### config.mk
export PLATFORM = sky130hd
export DESIGN_NAME = dffre_bank_arbiter
export DESIGN_NICKNAME = d
export VERILOG_FILES = /design/src/rtl/dffre_bank_arbiter.sv
export SDC_FILE = /design/constraint.sdc
export NUM_CORES = 1
export LEC_CHECK = 0
export ABC_CLOCK_PERIOD_IN_PS = 4470
export CORE_MARGIN = 3
export CORE_UTILIZATION = 55
export DETAILED_ROUTE_END_ITERATION = 12
export MAX_ROUTING_LAYER = met4
export PLACE_DENSITY = 0.94
export REMOVE_ABC_BUFFERS = 1
export SYNTH_ARGS = -nofsm -noshare
export SYNTH_HDL_FRONTEND = slang
export SYNTH_SLANG_ARGS = --single-unit
### constraint.sdc
create_clock -name clk -period 4.47 [get_ports clk]
set_input_delay 0.447 -clock clk [delete_from_list [all_inputs] [get_ports clk]]
set_output_delay 0.447 -clock clk [all_outputs]
set_load 0.03 [all_outputs]
### src/rtl/dffre_bank_arbiter.sv
// Round-robin write arbiter owning a shared bank of enable/reset registers.
// Latency: request-to-grant 1 cycle, write-to-ack 1 cycle, read 1 cycle.
// Backpressure: only the owner writes; others wait for their grant; i_Enable=0 freezes everything.
//
// Ports:
//   clk, i_Reset (synchronous, active-low), i_Enable (global freeze when low)
//   i_Req/i_Last/i_Addr/i_D : per-requester write stream, requester k at slice k
//   i_RdAddr/o_RdData       : registered read port (old data on same-edge write)
//   o_Grant/o_Ack/o_Busy    : registered ownership, per-write ack pulse, owner-present flag
module dffre_bank_arbiter #(
  parameter int N_REQ     = 4,
  parameter int WIDTH     = 8,
  parameter int DEPTH     = 8,
  parameter int MAX_BURST = 4,
  localparam int ADDR_W   = $clog2(DEPTH)
) (
  input  logic                      clk,
  input  logic                      i_Reset,
  input  logic                      i_Enable,
  input  logic [N_REQ-1:0]          i_Req,
  input  logic [N_REQ-1:0]          i_Last,
  input  logic [N_REQ*ADDR_W-1:0]   i_Addr,
  input  logic [N_REQ*WIDTH-1:0]    i_D,
  input  logic [ADDR_W-1:0]         i_RdAddr,
  output logic [N_REQ-1:0]          o_Grant,
  output logic [N_REQ-1:0]          o_Ack,
  output logic                      o_Busy,
  output logic [WIDTH-1:0]          o_RdData
);

  localparam int PTR_W = $clog2(N_REQ);
  localparam int CNT_W = (MAX_BURST > 1) ? $clog2(MAX_BURST) : 1;
  localparam logic [CNT_W-1:0] CNT_LAST = CNT_W'(MAX_BURST - 1);

  localparam logic [0:0] S_IDLE = 1'b0;
  localparam logic [0:0] S_OWN  = 1'b1;

  typedef struct packed {
    logic [ADDR_W-1:0] addr;
    logic [WIDTH-1:0]  dat;
  } wr_cmd_t;

  logic [0:0]       state;
  logic [PTR_W-1:0] ptr;
  logic [PTR_W-1:0] owner;
  logic [CNT_W-1:0] count;

  logic [WIDTH-1:0] bank [DEPTH];

  // First set request at or after the rotating pointer, with wraparound.
  function automatic logic [PTR_W:0] rr_pick(input logic [N_REQ-1:0] req,
                                             input logic [PTR_W-1:0] p);
    logic [PTR_W:0] res;
    logic [PTR_W-1:0] idx;
    res = '0;
    // Walk from the farthest offset down so the nearest hit is written last.
    for (int i = N_REQ - 1; i >= 0; i--) begin
      idx = PTR_W'((int'(p) + i) % N_REQ);
      if (req[idx]) res = {1'b1, idx};
    end
    return res;
  endfunction

  function automatic logic [N_REQ-1:0] onehot(input logic [PTR_W-1:0] k);
    return {{(N_REQ-1){1'b0}}, 1'b1} << k;
  endfunction

  logic [PTR_W:0]   pick;
  logic             pick_vld;
  logic [PTR_W-1:0] pick_idx;
  logic             own_req;
  logic             own_last;
  wr_cmd_t          wr_cmd;
  logic             commit;
  logic             release_own;
  logic [DEPTH-1:0] wr_en;

  always_comb begin
    pick     = rr_pick(i_Req, ptr);
    pick_vld = pick[PTR_W];
    pick_idx = pick[PTR_W-1:0];
  end

  always_comb begin
    own_req     = i_Req[owner];
    own_last    = i_Last[owner];
    wr_cmd.addr = i_Addr[int'(owner)*ADDR_W +: ADDR_W];
    wr_cmd.dat  = i_D[int'(owner)*WIDTH +: WIDTH];
    commit      = (state == S_OWN) && own_req && i_Enable && i_Reset;
    // Dropping the request counts as an implicit end of burst.
    release_own = (state == S_OWN) && (!own_req || own_last || (count == CNT_LAST));
  end

  always_comb begin
    wr_en = '0;
    if (commit) wr_en[wr_cmd.addr] = 1'b1;
  end

  // One enable/reset register per bank entry.
  for (genvar j = 0; j < DEPTH; j++) begin : g_bank
    always_ff @(posedge clk) begin
      if (!i_Reset)      bank[j] <= '0;
      else if (wr_en[j]) bank[j] <= wr_cmd.dat;
    end
  end

  always_ff @(posedge clk) begin
    if (!i_Reset) begin
      state    <= S_IDLE;
      ptr      <= '0;
      owner    <= '0;
      count    <= '0;
      o_Grant  <= '0;
      o_Ack    <= '0;
      o_Busy   <= 1'b0;
      o_RdData <= '0;
    end else if (!i_Enable) begin
      o_Ack <= '0;
    end else begin
      o_Ack    <= '0;
      o_RdData <= bank[i_RdAddr];
      case (state)
        S_IDLE: begin
          if (pick_vld) begin
            state   <= S_OWN;
            owner   <= pick_idx;
            count   <= '0;
            o_Grant <= onehot(pick_idx);
            o_Busy  <= 1'b1;
          end
        end
        S_OWN: begin
          if (own_req) begin
            o_Ack <= onehot(owner);
            count <= count + 1'b1;
          end
          if (release_own) begin
            state   <= S_IDLE;
            o_Grant <= '0;
            o_Busy  <= 1'b0;
            ptr     <= (int'(owner) == N_REQ - 1) ? '0 : owner + 1'b1;
          end
        end
        default: state <= S_IDLE;
      endcase
    end
  end

endmodule

==> results.sh, run 1 <==
export IMPL_post_synth_top_area_cell="edfxtp_1"
export IMPL_grt_total_usage_pct=27.1
export IMPL_synth_seq_area_share_pct=58.8
export IMPL_cts_num_sinks=88
export IMPL_clock_insertion_delay_at_the_later_pin_of_the_skew_report_ns=0.36
export IMPL_clk_root_buffer_cell="clkbuf_8"
export IMPL_most_frequently_used_flop_master_after_synthesis="edfxtp_1"
export IMPL_yosys_warnings=0
export IMPL_synth_edf_count=64
export IMPL_post_cts_setup_inserts=0
export IMPL_place_gp_congestion=0.951
export IMPL_timing_critical_path_slowest_cell_delay_ns=0.70
export IMPL_placed_cells_incl_taps=484
export IMPL_leading_cell_type_in_the_layout_fill_and_taps_excluded="clkdlybuf4s50_1"
export IMPL_layout_cells_non_filler=500
export IMPL_final_hold_viol_count=0
export IMPL_cts_repair_resize_count=0
export IMPL_dp_final_hpwl_microns=7730
export IMPL_power_density_nw_per_um2=340
export IMPL_critical_path_max_fanout=15
export IMPL_antenna_cells_inserted=0
export IMPL_drc=0
export IMPL_finalNetCount=459
export IMPL_outcome="complete, no violations"
export IMPL_worst_hold_path_num_cells=2
export IMPL_ys_async_sr_fraction_pct=0
export IMPL_path_cells="buf_4 > mux4_2 > nor3b_1 > nand2_1 > nand2_1"
export IMPL_placeableCoreArea_sq_um=6980
export IMPL_max_clock_path_buffers=2
export IMPL_final_number_of_setup_violating_endpoints=0
export IMPL_path_common_cell="nand2_1"
export IMPL_netlist_instances=331
export IMPL_starting_drt_drc_count=334
export IMPL_routed_length_per_placed_instance_microns=21.1
export IMPL_simple_gate_fraction_of_synth_area_pct=12.8
export IMPL_rsz_0062_raised_after_global_routing="no"
export IMPL_cts_tree="yes"
export IMPL_crit_type="flip-flop to flip-flop"
export IMPL_setup_worst_path_start_class="flip-flop"
export IMPL_synthAdderAreaFrac_pct=0.613
export IMPL_critical_path_top_delay_family="simple AND/OR/NAND/NOR gates"
export IMPL_drive_gt1_share_pct=11.9
export IMPL_synth_area_top_cells="edfxtp_1 (47%), dfxtp_1 (12%), mux4_2 (11%), nor2_1 (6.2%), mux2i_1 (4.2%)"
export IMPL_clock_skew_final_ns=0.0123
export IMPL_min_delay_path_class="flip-flop to flip-flop"
export IMPL_maxcap_violations=0
export IMPL_finalSetupTns_ns=0
export IMPL_first_global_vias=3094
export IMPL_cts_buffers_inserted=9
export IMPL_timing_critical_path_slowest_stage_cell="dfxtp_1"
export IMPL_clk_transition_reported_paths_ns=0.09
export IMPL_timing_worst_slew_pin_value_ns=1.14
export IMPL_post_synth_cell_area_avg_sq_um=12.3
export IMPL_initial_core_util_pct=58.5
export IMPL_placementRows=30
export IMPL_vdd_ir_drop_max_v=0.000258
export IMPL_hold_buffer_count_at_cts=0
export IMPL_p_leak_nw=1.80
export IMPL_area_fraction_in_compound_gates_after_synthesis_pct=7.08
export IMPL_synth_cell_type_count=41
export IMPL_die_area_sq_um=8490
export IMPL_synth_xor_area_share_pct=0
export IMPL_ys_seq_elements=88
export IMPL_synth_area_mux_share_pct=18.1
export IMPL_first_pass_iters=5
export IMPL_buffer_ports_inserted=74
export IMPL_die_width_microns=92.2
export IMPL_layout_area_overhead_vs_synth_pct=24.5
export IMPL_vias=3073
export IMPL_postRouteWirelength_microns=10500
export IMPL_route_antenna_remaining_nets=0
export IMPL_critPathRequiredTime_ns=4.50
export IMPL_synth_top_area_share_pct=47.1
export IMPL_final_cell_mix="clkdlybuf4s50_1 (74), nor2_1 (67), edfxtp_1 (64), nand2_1 (30), dfxtp_1 (24)"
export IMPL_via_per_inst=6.15
export IMPL_fp_dieH_microns=92.2
export IMPL_final_core_utilization_pct=72.8
export IMPL_final_min_period_over_clock_period_pct=65.2
export IMPL_synth_top_family_by_area="multiplexers"
export IMPL_path_buf_inv=1
export IMPL_mappedNetlistArea_sq_um=4080
export IMPL_globalRouteOverflowTotal=0
export IMPL_grt_antenna_before_repair=0
export IMPL_reg2regPathDepth=5
export IMPL_timing_fmax_mhz=343
export IMPL_finalMaxSlewViolations=0
export IMPL_io_count=75
export IMPL_total_power_mw=1.73
export IMPL_ctsHtreeMaxLevel=3
export IMPL_cp_depth=5
export IMPL_fill_cells=471
export IMPL_global_route_wire_length_before_repair_microns=16400
export IMPL_period_needed_ns=2.91
export IMPL_pin_count_of_the_biggest_net_entering_global_routing=28
export IMPL_timing_max_slew_rel_slack_pct=24.0
export IMPL_critical_path_endpoint_type="flip-flop"
export IMPL_critical_path_arrival_ns=2.94
export IMPL_holdWs_ns=0.489
==> cell families after synthesis <==
logic type      count (synthesis)
simple gates                  121
flops                          88
compound gates                 49
mux                            46
buf+inv                        25
fa+ha+maj                       2
==> Yosys cell counts (3+ instances only) <==
library cell,instances
clkbuf_1,13
nor2_1,67
o21ai_1,8
nand2_1,30
a21oi_1,16
nand3_1,8
mux4_2,20
o21ai_0,11
dfxtp_1,24
buf_2,3
mux2i_1,17
mux2_2,8
inv_1,5
edfxtp_1,64
==> area by class of cell <==
type | count | area (sq um) | area share, %
Sequential cell | 88 | 2400 | 47.2
Inverter | 6 | 22.5 | 0.443
Clock buffer | 11 | 174 | 3.42
Clock inverter | 5 | 35.0 | 0.689
Timing Repair Buffer | 76 | 756 | 14.9
Tap cell | 96 | 120 | 2.36
Multi-Input combinational cell | 218 | 1580 | 31.0
==> sequential cells by signal, indices dropped and copies added, names as in the netlist <==
name	cells
o_RdData	8
ptr	2
state	1
bank	64
o_Ack	4
o_Busy	1
o_Grant	4
owner	2
count	2
==> per-stage QoR <==
step | cell area [sq um] | worst slack (ns)
floorplan | 4000 | 1.85
global placement | 4880 | 1.67
detailed placement | 4880 | 1.51
CTS | 5080 | 1.60
global route | 5080 | 1.34
finish | 5080 | 1.56
==> worst register-to-register path, stage by stage, from the launching register on <==
cell and delay (ns):
dfxtp_1 0.70, buf_4 0.37, mux4_2 0.58, nor3b_1 0.31
nand2_1 0.27, nand2_1 0.37
==> worst paths after layout <==
check,startpoint,endpoint,slack (ns)
hold reg to reg,o_Busy,o_Busy,0.49
hold / removal,o_Busy,o_Busy,0.49
setup reg to reg,owner[0],bank[3][2],1.56
setup / recovery,owner[0],bank[3][2],1.56
==> layer usage <==
layer / global-route usage (%) / wire length, microns
met5: - / 0
met3: 4.51 / 1050
met1: 32.0 / 3540
met2: 45.4 / 5490
met4: 12.9 / 447
==> report_power, final <==
group          switching, mW  internal (mW)  total (mW)
logic                  0.126          0.115       0.242
clock network          0.289          0.271       0.559
registers             0.0213          0.906       0.927
Power figures use the tool's default switching activity.
==> inputs of run 2 (changes only) <==
--- a/config.mk
+++ b/config.mk
@@ -5,12 +5,12 @@
 export SDC_FILE = /design/constraint.sdc
 export NUM_CORES = 1
 export LEC_CHECK = 0
-export ABC_CLOCK_PERIOD_IN_PS = 4470
+export ABC_CLOCK_PERIOD_IN_PS = 2800
 export CORE_MARGIN = 3
-export CORE_UTILIZATION = 55
+export CORE_UTILIZATION = 52
 export DETAILED_ROUTE_END_ITERATION = 12
 export MAX_ROUTING_LAYER = met4
-export PLACE_DENSITY = 0.94
+export PLACE_DENSITY = 0.9
 export REMOVE_ABC_BUFFERS = 1
 export SYNTH_ARGS = -nofsm -noshare
 export SYNTH_HDL_FRONTEND = slang
==> constraint.sdc (replaced) <==
create_clock -name clk -period 2.8 [get_ports clk]
set_input_delay 0.28 -clock clk [delete_from_list [all_inputs] [get_ports clk]]
set_output_delay 0.28 -clock clk [all_outputs]
set_load 0.03 [all_outputs]
==> results.sh, run 2 (same netlist as run 1, synthesis figures left out) <==
export IMPL_outcome="complete, no violations"
export IMPL_clock_skew_final_ns=0.00987
export IMPL_drc=0
export IMPL_clkPwrFrac_pct=31.7
export IMPL_fill_cells=522
export IMPL_antenna_cells_inserted=0
export IMPL_critical_path_endpoint_type="flip-flop"
export IMPL_min_delay_path_class="flip-flop to flip-flop"
export IMPL_cts_buffers_inserted=9
export IMPL_critical_path_top_delay_family="simple AND/OR/NAND/NOR gates"
export IMPL_p_int_mw=2.06
export IMPL_routed_length_per_placed_instance_microns=18.0
export IMPL_timing_worst_slew_pin_value_ns=0.791
export IMPL_path_cells="mux4_2 > nor3b_1 > nand2_1 > nand2_1"
export IMPL_post_cts_setup_inserts=0
export IMPL_finalSetupTns_ns=0
export IMPL_final_hold_viol_count=0
export IMPL_drive_gt1_share_pct=14.6
export IMPL_timing_critical_path_slowest_stage_cell="mux4_2"
export IMPL_total_power_mw=2.73
export IMPL_buffer_ports_inserted=74
export IMPL_cp_depth=4
export IMPL_maxcap_violations=0
export IMPL_first_pass_iters=4
export IMPL_critical_path_max_fanout=10
export IMPL_final_cell_mix="clkdlybuf4s50_1 (74), nor2_1 (67), edfxtp_1 (64), nand2_1 (30), dfxtp_1 (24)"
export IMPL_critical_path_arrival_ns=2.52
export IMPL_path_common_cell="nand2_1"
export IMPL_top_register="bank"
export IMPL_pin_count_of_the_biggest_net_entering_global_routing=20
export IMPL_power_density_nw_per_um2=528
export IMPL_final_min_period_over_clock_period_pct=88.9
export IMPL_io_count=75
export IMPL_largest_register_ff_count=64
export IMPL_postRouteWirelength_microns=9300
export IMPL_final_number_of_setup_violating_endpoints=0
export IMPL_vdd_ir_drop_max_v=0.000258
export IMPL_first_global_vias=2999
export IMPL_timing_max_slew_rel_slack_pct=47.1
export IMPL_placeableCoreArea_sq_um=7450
export IMPL_clock_insertion_delay_at_the_later_pin_of_the_skew_report_ns=0.36
export IMPL_cts_repair_resize_count=0
export IMPL_cts_tree="yes"
export IMPL_route_antenna_remaining_nets=0
export IMPL_max_clock_path_buffers=2
export IMPL_postLayoutSetupSlackWorst_ns=0.310
export IMPL_finalMaxSlewViolations=0
export IMPL_timing_critical_path_slowest_cell_delay_ns=0.62
export IMPL_layout_area_overhead_vs_synth_pct=26.9
export IMPL_starting_drt_drc_count=185
export IMPL_fp_dieH_microns=94.6
export IMPL_path_buf_inv=0
export IMPL_crit_type="flip-flop to flip-flop"
export IMPL_grt_total_usage_pct=23.4
export IMPL_largestRegisters="bank (64), o_RdData (8)"
export IMPL_proportion_of_power_drawn_by_combinational_gates_pct=14.4
export IMPL_ctsHtreeMaxLevel=3
export IMPL_rsz_0062_raised_after_global_routing="no"
export IMPL_period_needed_ns=2.49
export IMPL_grt_antenna_before_repair=0
export IMPL_die_width_microns=94.6
export IMPL_netSwitchingFraction_pct=24.7
export IMPL_vias=2942
export IMPL_via_per_inst=5.69
export IMPL_clk_transition_reported_paths_ns=0.08
export IMPL_cp_startpoint="owner[0]"
export IMPL_cts_num_sinks=88
export IMPL_pre_cts_slack_ns=0.327
export IMPL_switching_power_uw=677
export IMPL_reg2regPathDepth=4
export IMPL_timing_fmax_mhz=402
export IMPL_global_route_wire_length_before_repair_microns=15100
export IMPL_placementRows=31
export IMPL_hold_buffer_count_at_cts=0
export IMPL_dp_final_hpwl_microns=6980
export IMPL_critPathRequiredTime_ns=2.83
export IMPL_regToRegEndpoint="bank[1][5]"
export IMPL_globalRouteOverflowTotal=0
export IMPL_critical_path_reg2reg_startpoint="owner[0]"
export IMPL_setup_worst_path_start_class="flip-flop"
export IMPL_placed_area_sq_um=4980
export IMPL_holdWs_ns=0.482
export IMPL_design_area_sq_um=5180
export IMPL_initial_core_util_pct=54.8
export IMPL_place_gp_congestion=0.851
export IMPL_die_area_sq_um=8950
export IMPL_clk_root_buffer_cell="clkbuf_8"
export IMPL_leading_cell_type_in_the_layout_fill_and_taps_excluded="clkdlybuf4s50_1"
export IMPL_cp_endpoint="bank[1][5]"
export IMPL_setup_reg_to_reg_worst_slack_ns=0.31
export IMPL_p_leak_nw=1.86
export IMPL_finalNetCount=473
export IMPL_seqPwrFrac_pct=53.8
==> run 2: cell types whose count changed in the layout (fill, tap and decap cells not counted), sizes merged <==
cell | before | now
buf | 2 | 16
clkbuf | 11 | 9
clkinv | 4 | 6
bufinv | 0 | 1
inv | 6 | 5
==> run 2: how the worst min path moves through the flow <==
stage,from,endpoint,cells after the start
floorplan,i_Enable,o_RdData[0],1
global placement,count[0],count[0],2
detailed placement,count[1],count[1],2
CTS,count[1],count[1],2
global route,o_Grant[0],o_Grant[0],2
finish,o_Grant[0],o_Grant[0],2
==> run 2: power by group through the flow <==
stage	sequential, mW	combinational (mW)	clock [mW]
2_1_floorplan	1.52	0.163	0
3_3_place_gp	1.50	0.382	0
3_5_place_dp	1.50	0.395	0
4_1_cts	1.47	0.397	0.867
5_1_grt	1.48	0.426	0.930
6_report	1.47	0.395	0.867
==> run 2: worst min-delay path, delay by kind of cell (launching register included) <==
kind | cells | cell delay, ns
flops | 1 | 0.31
compound gates | 2 | 0.13
==> run 2: area by class of cell <==
class / instances / area, sq um / share of cell area (%)
clock inverter: 7 / 72.6 / 1.40
timing repair buffer: 90 / 861 / 16.6
clock buffer: 9 / 124 / 2.39
multi-input combinational: 218 / 1580 / 30.4
tap: 99 / 124 / 2.39
sequential: 88 / 2400 / 46.4
inverter: 6 / 22.5 / 0.435
==> run 2: routing by layer <==
metal | GRT usage [%] | wire length [microns] | vias to the layer above
met5 | - | 0 | -
met4 | 9.01 | 145 | 0
met3 | 3.75 | 709 | 11
met2 | 38.9 | 4830 | 146
met1 | 28.8 | 3620 | 1391
li1 | - | - | 1394
==> run 2: metrics by stage <==
step / instances / utilization [%]
2_1_floorplan: 312 / -
3_3_place_gp: 501 / 66.9
3_5_place_dp: 501 / 66.9
4_1_cts: 517 / 69.6
5_1_grt: 517 / 69.6
6_report: 517 / 69.6
